$ cat config.mk
export PLATFORM = sky130hd
export DESIGN_NAME = cacheline_arbiter
export DESIGN_NICKNAME = d
export VERILOG_FILES = /design/src/rtl/cacheline_arbiter.sv
export SDC_FILE = /design/constraint.sdc
export NUM_CORES = 1
export LEC_CHECK = 0
export ABC_AREA = 1
export CAP_MARGIN = 0
export CORE_AREA = 2 2 534 536
export DETAILED_ROUTE_END_ITERATION = 10
export DIE_AREA = 0 0 536 538
export PLACE_DENSITY_LB_ADDON = 0.3
export SETUP_SLACK_MARGIN = 0.3
export SKIP_LAST_GASP = 1
export SYNTH_ARGS = -nofsm -noshare
export SYNTH_HDL_FRONTEND = slang
export SYNTH_SLANG_ARGS = --single-unit
$ cat constraint.sdc
create_clock -name clk -period 3 [get_ports clk]
set_input_delay 0.45 -clock clk [delete_from_list [all_inputs] [get_ports clk]]
set_output_delay 0.45 -clock clk [all_outputs]
set_load 0.01 [all_outputs]
$ cat src/rtl/cacheline_arbiter.sv
// Two-port pmem arbiter: lets the icache and dcache share one cacheline port,
// one whole line transaction at a time, with round-robin or dcache-first ties.
`timescale 1ns/1ps

module cacheline_arbiter #(
    parameter int s_line        = 256,
    parameter bit PRIORITY_MODE = 1'b0
) (
    input  logic              clk,
    input  logic              rst,

    input  logic [31:0]       i_pmem_address,
    input  logic              i_pmem_read,
    output logic [s_line-1:0] i_pmem_rdata,
    output logic              i_pmem_resp,

    input  logic [31:0]       d_pmem_address,
    input  logic              d_pmem_read,
    input  logic              d_pmem_write,
    input  logic [s_line-1:0] d_pmem_wdata,
    output logic [s_line-1:0] d_pmem_rdata,
    output logic              d_pmem_resp,

    output logic [31:0]       pmem_address,
    output logic              pmem_read,
    output logic              pmem_write,
    output logic [s_line-1:0] pmem_wdata,
    input  logic [s_line-1:0] pmem_rdata,
    input  logic              pmem_resp,

    output logic              busy
);

    typedef enum logic [1:0] {IDLE, SERVE_I, SERVE_D} state_t;
    typedef enum logic {ICACHE, DCACHE} side_t;

    state_t state, next_state;
    side_t  last_grant;
    logic   i_req, d_req;
    logic   grant_i, grant_d;

    always_comb begin
        // NOTE: every signal gets a default before the case so no path can infer a latch.
        next_state = state;
        grant_i    = 1'b0;
        grant_d    = 1'b0;
        i_req      = i_pmem_read;
        d_req      = d_pmem_read | d_pmem_write;
        case (state)
            IDLE: begin
                // On a tie the dcache wins if it has priority or the icache went last.
                grant_d = d_req && (!i_req || PRIORITY_MODE || last_grant == ICACHE);
                grant_i = i_req && !grant_d;
                if (grant_d)      next_state = SERVE_D;
                else if (grant_i) next_state = SERVE_I;
            end
            SERVE_I, SERVE_D: begin
                if (pmem_resp) next_state = IDLE;
            end
            default: next_state = IDLE;
        endcase
    end

    always_ff @(posedge clk) begin
        // NOTE: non-blocking assignments so every register samples pre-edge values.
        if (rst) begin
            state        <= IDLE;
            last_grant   <= ICACHE;
            pmem_address <= '0;
            pmem_read    <= 1'b0;
            pmem_write   <= 1'b0;
            pmem_wdata   <= '0;
        end else begin
            state <= next_state;
            if (grant_d) begin
                // A simultaneous read+write from the dcache is treated as a writeback.
                pmem_address <= d_pmem_address;
                pmem_write   <= d_pmem_write;
                pmem_read    <= d_pmem_read & ~d_pmem_write;
                pmem_wdata   <= d_pmem_wdata;
                last_grant   <= DCACHE;
            end else if (grant_i) begin
                pmem_address <= i_pmem_address;
                pmem_write   <= 1'b0;
                pmem_read    <= 1'b1;
                pmem_wdata   <= '0;
                last_grant   <= ICACHE;
            end else if (state != IDLE && pmem_resp) begin
                pmem_address <= '0;
                pmem_write   <= 1'b0;
                pmem_read    <= 1'b0;
                pmem_wdata   <= '0;
            end
        end
    end

    assign busy         = (state != IDLE);
    assign i_pmem_resp  = (state == SERVE_I) && pmem_resp;
    assign d_pmem_resp  = (state == SERVE_D) && pmem_resp;
    assign i_pmem_rdata = pmem_rdata;
    assign d_pmem_rdata = pmem_rdata;

endmodule
==> run summary <==
count of different cell masters after synthesis: 19
Seq cells post-synth: 293
share of cells above drive strength 1: 6.10%
Detail Route Antenna Nets: 0
CTS tree: done
placed inst area: 22,600 sq um
status: finished clean
grt ovf: 0
Syn Area/Cell: 7.73 sq um
startpoint types: flip-flop
Reg2Reg Depth: 8
H-tree levels: 2
Clock Power Share: 37.4%
FF/Latch Area: 5870 sq um
setup_tns: 0 ns
Final Max Tran Viols: 0
Final period util: 85.2%
CTS Sinks: 293
Avg Vias per Cell: 2.64
number of remaining DRC errors: 0
switching pwr: 5.56 mW
Die X: 536 microns
Placer Congestion: 0.768
Core ar.: 283,000 sq um
CTS Hold Bufs: 0
FILL cells: 33,100
Cells after Synth: 2,040
commonest non-fill, non-tap cell in the layout: clkdlybuf4s50_1
routed len/inst: 28.5 microns
wirelength, routed: 167,000 microns
Final Hold Fails: 0
post-route minimum period: 2.56 ns
Peak VDD IR: 0.347 mV
final core utilization: 8.51%
skew final: 0.0465 ns
post-synthesis sequential area ratio: 37.2%
Crit. End Element: output port
Comb power frac: 31.5%
Met3 Wirelength: 37,800 microns
met2 WL post-DR: 71,100 microns
clk buf depth: 3
full die area: 288,000 sq um
area of the multi-input gates: 5060 sq um
Least-Margin Pin Slew: 0.962 ns
Net Sw Frac: 36.7%
leading cell types in the layout, fill and taps excluded: clkdlybuf4s50_1 (616), nand2_1 (360), nand4_1 (323)
I/O pin count: 1,387
reg-to-reg slack, setup: 0.80 ns
clock-pin slew on the worst setup and hold paths: 0.06 ns
routed vias: 15,500
Initial Util: 5.57%
Clk Latency, worst-skew pair: 0.69 ns
highest routed layer: met5
Final #Nets: 2,650
wire length on met1: 48,400 microns
P_leak: 7.61 nW
Flop pwr share: 31.1%
Root Driver: clkbuf_16
arrival time worst endpoint: 2.11 ns
DP Wirelength: 143,000 microns
Hold Path Class: input pin to flip-flop
Worst Path Required: 2.55 ns
hold_ws: 0.182 ns
design area: 24,100 sq um
number of global-route vias before repair: 15,200
fmax: 391 MHz
Max-slew headroom: 35.8%
max cap viols: 0
total clock buffers created by CTS: 42
initial antenna violation count: 67
All-Layer GR Usage: 11.0%
setup violators final: 0
pin count of the biggest net entering global routing: 112
RSZ-0062 raised after global routing: false
post_cts resized: 1
Final Non-Filler Cells: 5,865
YS warnings: 0
DIE HEIGHT: 538 microns
Critical Setup Path Class: flip-flop to output port
FF-to-FF Start: state[0]$_SDFFE_PP0P_
P per Cell Area: 628 nW/um^2
first-pass GRT wire length: 200,000 microns
1st-iter DRT viols: 1,170
Post-CTS Setup Bufs: 0
crit-path max FO: 18
reg-to-reg critical path endpoint: pmem_wdata[112]$_SDFFE_PP0P_
Synth Net Count: 2,625
CP Launch Point: state[0]$_SDFFE_PP0P_
First-pass DRT Iterations: 5
mapped cell area: 15,800 sq um
row count: 196
placed insts: 5,783
Worst setup endpoint: busy
area grow syn2layout: 52.8%
PortBufs: 618
Int Power: 9.58 mW
-- worst min-delay path by stage --
stage                                     start                            to  slack [ns]  cells past startpoint
finish                                      rst  pmem_wdata[215]$_SDFFE_PP0P_        0.18                      2
global route                                rst  pmem_wdata[190]$_SDFFE_PP0P_        0.17                      2
CTS                                         rst  pmem_wdata[206]$_SDFFE_PP0P_        0.13                      2
detailed placement  pmem_wdata[25]$_SDFFE_PP0P_   pmem_wdata[25]$_SDFFE_PP0P_        0.48                      2
global placement          state[1]$_SDFFE_PP0P_         state[1]$_SDFFE_PP0P_        0.47                      2
floorplan               last_grant$_SDFFE_PP0P_       last_grant$_SDFFE_PP0P_        0.45                      2
-- synth_stat cells, drive strengths merged --
| library cell | n | share of area [%] |
|---|---|---|
| buf | 627 | 29 |
| nand2 | 362 | 8.6 |
| nand4 | 323 | 13 |
| dfxtp | 293 | 37 |
| a21oi | 264 | 8.4 |
| clkbuf | 59 | 1.4 |
| nor2 | 59 | 1.4 |
| inv | 44 | 1.0 |
| ha | 3 | 0.24 |
| nand3 | 3 | 0.16 |
| o21ai | 2 | 0.13 |
| nand3b | 1 | 0.048 |
-- critical path: stages (launching register included) --
cell	delay [ns]
dfxtp_1	0.37
inv_1	0.11
ha_4	0.26
inv_1	0.16
clkdlybuf4s50_1	0.57
-- flip-flops by register name (all words and copies together) (netlist names) --
register	cells
last_grant	1
state	2
pmem_read	1
pmem_wdata	256
pmem_address	32
pmem_write	1
-- metrics by stage --
| step | worst slack, ns | total power, mW |
|---|---|---|
| after floorplan | 1.35 | 7.28 |
| after global placement | 0.349 | 9.62 |
| after detailed placement | 0.342 | 9.60 |
| after CTS | 0.343 | 15.5 |
| after global routing | 0.315 | 15.9 |
| final | 0.444 | 15.1 |
-- metal layers --
layer  global-route usage (%)  vias up
met1                     9.40     7232
met4                     5.79        4
met3                     11.1      459
li1                         -     6443
met5                    0.543        -
met2                     16.4     1352
-- power by group through the flow --
| stage | Clock [mW] | Sequential [mW] | Combinational [mW] |
|---|---|---|---|
| 2_1_floorplan | 0 | 4.91 | 2.36 |
| 3_3_place_gp | 0 | 4.77 | 4.85 |
| 3_5_place_dp | 0 | 4.78 | 4.82 |
| 4_1_cts | 5.91 | 4.71 | 4.86 |
| 5_1_grt | 6.01 | 4.76 | 5.16 |
| 6_report | 5.66 | 4.71 | 4.77 |
-- cell type report --
| class | instances | area share, % |
|---|---|---|
| flip-flops and latches | 293 | 24.3 |
| clock buffers | 59 | 5.05 |
| repair buffers | 667 | 28.2 |
| inverters | 44 | 0.716 |
| well taps | 3762 | 19.5 |
| clock inverters | 17 | 1.10 |
| diodes | 6 | 0.0623 |
| multi-input cells | 1017 | 21.0 |
-- kinds of logic after synthesis --
| kind of cell | share of synthesized area, % |
|---|---|
| compound gates | 8.51 |
| fa+ha+maj | 0.238 |
| buf+inv | 31.0 |
| flops | 37.2 |
| simple gates | 23.0 |
(Power assumes the default switching activity.)
==> RTL change 1: new RTL, config.mk and constraints unchanged <==
Change the parameter `s_line` from 256 to 128.
--- a/src/rtl/cacheline_arbiter.sv
+++ b/src/rtl/cacheline_arbiter.sv
@@ -4,5 +4,5 @@
 
 module cacheline_arbiter #(
-    parameter int s_line        = 256,
+    parameter int s_line        = 128,
     parameter bit PRIORITY_MODE = 1'b0
 ) (
Ports: changed (5 resized); port bits go from 1387 to 747. No check against the original RTL was run, so the function may have changed too.
==> RTL change 1 against the original RTL <==
Synthesized cell count decreased by 41%; maximum frequency increased by 4.7%; area after synthesis decreased by 43%; routed wire length decreased by 60%; cell area decreased by 34%; global-route usage decreased by 6.5 points; total power decreased by 45%; sequential cell count decreased by 128; setup slack improved by 0.11 ns; non-clock buffer count decreased by 272.
==> RTL change 1: results (changes against the original RTL) <==
- Routed WL per cell: 13.39 µm (-53%)
- Number of DRC markers in iteration 0: 445 (-62%)
- Met3 usage: 1.483% (-9.6 points)
- Dpl hpwl: 52400 µm (-63%)
- Worst hold path class: primary input to flop
- First-pass GRT wire length: 84520 µm (-58%)
- Post-Synth XOR/XNOR Area: 0% (unchanged)
- Peak supply drop: 229.5 µV (-34%)
- Layout cell share with drive strength beyond 1: 6.063% (-0.041 points)
- Synthesized Nets: 1529 (-42%)
- Overall Global Routing Usage: 4.506% (-6.5 points)
- Number of global-route vias before repair: 8479 (-44%)
- Cell variety after synth: 20 (+1)
- DP Area: 15300 µm² (-32%)
- I/O Buffers: 362 (-41%)
- Crit Path Max Fanout: 19 (+1)
- Slowest-stage cell, CP: clkdlybuf4s50_1
- Synth async-reset ratio: 0% (unchanged)
- Warnings from Yosys: 0 (unchanged)
- Synth cell count leaders: buf_4, nand2_1, nand4_1
- Largest registers: pmem_wdata x128, pmem_address x32, state x2
- Initial antenna violation count: 37 (-45%)
- Final nets: 1589 (-40%)
- P_leak: 4.523 nW (-41%)
- Worst-Skew Late Latency: 0.59 ns (-0.10 ns)
- CP peak stage delay: 0.55 ns (-0.02 ns)
- Via density: 1.688 (-36%)
- Cts bufs inserted: 21 (-50%)
- CP arrival: 1.99 ns (-0.12 ns)
- Clock skew: 0.04901 ns (+0.002543 ns)
- Max FFs per register: 128 (-50%)
- H-Tree Depth: 4 (+2)
- Setup WS pre-CTS: 0.4771 ns (+0.1349 ns)
- Part of the Yosys area used for sequential elements: 36.73% (-0.45 points)
- Sw power: 3.225 mW (-42%)
- Post-synthesis mux area share: 0% (unchanged)
- Clock Path Buffers: 3 (unchanged)
- Synth top area cells: dfxtp_1, buf_4, nand4_1
- Drt pass-1 iters: 4 (-1)
- Met1 Track Usage GR: 3.883% (-5.5 points)
- Post-synthesis compound-gate area fraction: 7.805% (-0.70 points)
- Adder-Cell Fraction of Synth Area: 0.4174% (+0.18 points)
- GR Layer Usage met2: 8.821% (-7.5 points)
- Post-synth top flop: dfxtp_1
- Clock transition at the registers of the reported paths: 0.08 ns (+0.02 ns)
- Crit path max-delay family: buffers and inverters
- Hold buffer count at cts: 0 (unchanged)
- Slew headroom: 51.20% (+15 points)
- Largest net degree at the start of global routing: 71 (-37%)
- Root buffer cell: clkbuf_16
- Routability congestion estimate: 0.7115 (-7.4%)
- Status: complete, no violations
[RTL change 1: repair_timing]
item                       in CTS  in global routing
setup endpoints to repair       1                  0
buffers inserted                0                  0
resized for setup               1                  0
[RTL change 1: cell type report]
class | instances | area [µm²]
fill | 33461 | 267200
antenna | 6 | 15.01
multi-input combinational | 633 | 3151
sequential | 165 | 3303
clock buffer | 23 | 543.0
tap | 3762 | 4707
inverter | 44 | 170.2
clock inverter | 10 | 133.9
timing repair buffer | 395 | 3980
[RTL change 1: stage by stage]
step                      power, mW  util [%]  cells
after global placement        5.561     5.402   4999
after floorplan               4.198         -   1200
after CTS                     8.815     5.644   5032
after global routing          8.999     5.646   5034
final                         8.348     5.650   5038
after detailed placement      5.568     5.402   4999
[RTL change 1: kinds of logic after synthesis]
family / count (synthesis)
adder cells (fa/ha/maj): 3
AND/OR/NAND/NOR: 492
buffers and inverters: 402
flip-flops: 165
AO/OA/AOI/OAI: 138
[RTL change 1: worst paths after layout]
path                               start         endpoint  slack, ns  depth (start not counted)
worst max register to register  state[0]  pmem_wdata[110]       0.91                          7
worst min register to register  state[1]         state[1]       0.49                          2
worst min-delay path                 rst  pmem_wdata[126]       0.29                          2
worst max-delay path            state[0]             busy       0.56                          4
[RTL change 1: power by group through the flow]
| stage | registers, mW | logic [mW] | clock network (mW) |
|---|---|---|---|
| after floorplan | 2.80 | 1.40 | 0 |
| after global placement | 2.68 | 2.88 | 0 |
| after detailed placement | 2.69 | 2.88 | 0 |
| after CTS | 2.64 | 2.90 | 3.28 |
| after global routing | 2.68 | 3.04 | 3.29 |
| final | 2.64 | 2.75 | 2.96 |
[RTL change 1: worst register-to-register path: cells and delay by family, from the launching register on]
kind / cells / cell delay [ns]
and+or+nand+nor: 2 / 0.41
buffers and inverters: 3 / 0.76
DFF: 1 / 0.34
adders and majority gates: 1 / 0.36
AOI/OAI and AO/OA: 1 / 0.18
[RTL change 1: per-layer routing]
metal	vias up	routed length [µm]	part of all wire, %
met3	232	5214	7.7
met4	0	3976	5.9
met2	387	37860	56
li1	3915	-	-
met1	3972	20390	30
met5	-	0	0
==> RTL change 2: new RTL, same flow settings <==
Without the edit above. Put a register stage on the output `i_pmem_rdata`, with the module's reset. The value now appears one clock later. The other outputs are not delayed to match.
--- a/src/rtl/cacheline_arbiter.sv
+++ b/src/rtl/cacheline_arbiter.sv
@@ -98,5 +98,11 @@
     assign i_pmem_resp  = (state == SERVE_I) && pmem_resp;
     assign d_pmem_resp  = (state == SERVE_D) && pmem_resp;
-    assign i_pmem_rdata = pmem_rdata;
+    always_ff @(posedge clk) begin
+        if (rst) begin
+            i_pmem_rdata <= '0;
+        end else begin
+            i_pmem_rdata <= pmem_rdata;
+        end
+    end
     assign d_pmem_rdata = pmem_rdata;
 
Behaviour: not the same (Yosys sat finds a counterexample within 4 cycles, from zero or initial values and one cycle with rst high).
==> RTL change 2 against the original RTL <==
Routed wire length grew 12%; setup slack improved by 0.062 ns; clock power grew 65%; sequential cell count up 256; critical path depth down 3; global-route usage increased by 1.3 points; core utilization rose by 5.7 points; cell area up 66%; register-to-register slack got worse by 0.13 ns; sequential power increased by 77%; sequential share of layout area up 3.1 points; area after synthesis grew 33%; total power up 59%.
==> RTL change 2: results (changes against the original RTL) <==
- Post-synthesis mux area share: 0% (unchanged)
- DP Area: 37580 µm² (+66%)
- Synth top area cells: dfxtp_1, nand4_1, buf_4
- Hold EP: i_pmem_rdata[70]
- Setup slack, reg-to-reg: 0.67 ns (-0.13 ns)
- Number of global-route vias before repair: 22042 (+45%)
- Dpl hpwl: 160400 µm (+12%)
- CP arrival: 2.04 ns (-0.07 ns)
- Final hold violation count: 0 (unchanged)
- Part of the power in combinational logic: 26.2% (-5.3 points)
- Clock Path Buffers: 4 (+1)
- Sw power: 7.686 mW (+38%)
- Status: complete, no violations
- Slowest-stage cell, CP: clkdlybuf4s50_1
- Power Sequential: 8.35 mW (+77%)
- CP peak stage delay: 0.93 ns (+0.36 ns)
- Mapped Cells: 2581 (+27%)
- Part of the Yosys area used for sequential elements: 52.45% (+15 points)
- Routability congestion estimate: 0.8520 (+11%)
- Cts bufs inserted: 79 (+88%)
- Number of DRC markers in iteration 0: 1326 (+13%)
- Synthesized Nets: 3166 (+21%)
- First-pass GRT wire length: 233800 µm (+17%)
- Peak supply drop: 370.9 µV (+6.8%)
- Via density: 3.031 (+15%)
- Final nets: 4251 (+60%)
- Hold Slack: 0.1186 ns (-0.06327 ns)
- Hold_sp: rst
- Overall Global Routing Usage: 12.34% (+1.3 points)
- Synth cell count leaders: dfxtp_1, nand2_1, nand4_1
- Power Total: 24.01 mW (+59%)
- Crit Path Max Fanout: 2 (-16)
- Post-Route M1 WL: 72540 µm (+50%)
- P_leak: 15.21 nW (+100%)
- Worst reg2reg startpoint: state[1]
- Initial antenna violation count: 112 (+67%)
- Largest net degree at the start of global routing: 95 (-15%)
- Setup WS pre-CTS: 0.4196 ns (+0.07741 ns)
- Clock skew: 0.02630 ns (-0.02017 ns)
- Adder-Cell Fraction of Synth Area: 0.1791% (-0.059 points)
- H-Tree Depth: 3 (+1)
- DR WL met2: 85690 µm (+21%)
- Largest registers: i_pmem_rdata x256, pmem_wdata x256, pmem_address x32
- Layout cell share with drive strength beyond 1: 5.574% (-0.53 points)
- I/O Buffers: 1386 (+120%)
- Worst r2r dst: pmem_wdata[11]
- Worst-Skew Late Latency: 0.78 ns (+0.09 ns)
- Finished Layout Cells: 7496 (+28%)
- Cell variety after synth: 19 (unchanged)
- Routed length on met3: 23170 µm (-39%)
- GR Layer Usage met2: 20.07% (+3.7 points)
- Placed insts: 7347 (+27%)
- Routed WL per cell: 24.95 µm (-12%)
- Met3 usage: 6.619% (-4.4 points)
==> RTL change 2: layout make-up <==
cell class / instances / area (µm²)
Fill cell: 32223 / 243100
Tap cell: 3762 / 4707
Multi-Input combinational cell: 1273 / 6015
Sequential cell: 549 / 10990
Timing Repair Buffer: 1463 / 14730
Inverter: 300 / 1134
Antenna cell: 20 / 50.05
Clock buffer: 102 / 2195
Clock inverter: 27 / 297.8
==> RTL change 2: worst max path at each step <==
stage	start	end	slack (ns)	cells past startpoint
after floorplan	state[0]	pmem_wdata[240]	1.35	10
after global placement	d_pmem_read	pmem_wdata[7]	0.44	9
after detailed placement	d_pmem_write	pmem_wdata[11]	0.42	9
after CTS	pmem_wdata[29]	pmem_wdata[29]	0.35	1
after global routing	pmem_wdata[28]	pmem_wdata[28]	0.33	1
final	pmem_wdata[23]	pmem_wdata[23]	0.51	1
==> RTL change 2: what timing repair did <==
item | in CTS | in global routing
buffers inserted | 0 | 0
resized for setup | 6 | 0
endpoints found under the setup margin | 6 | 0
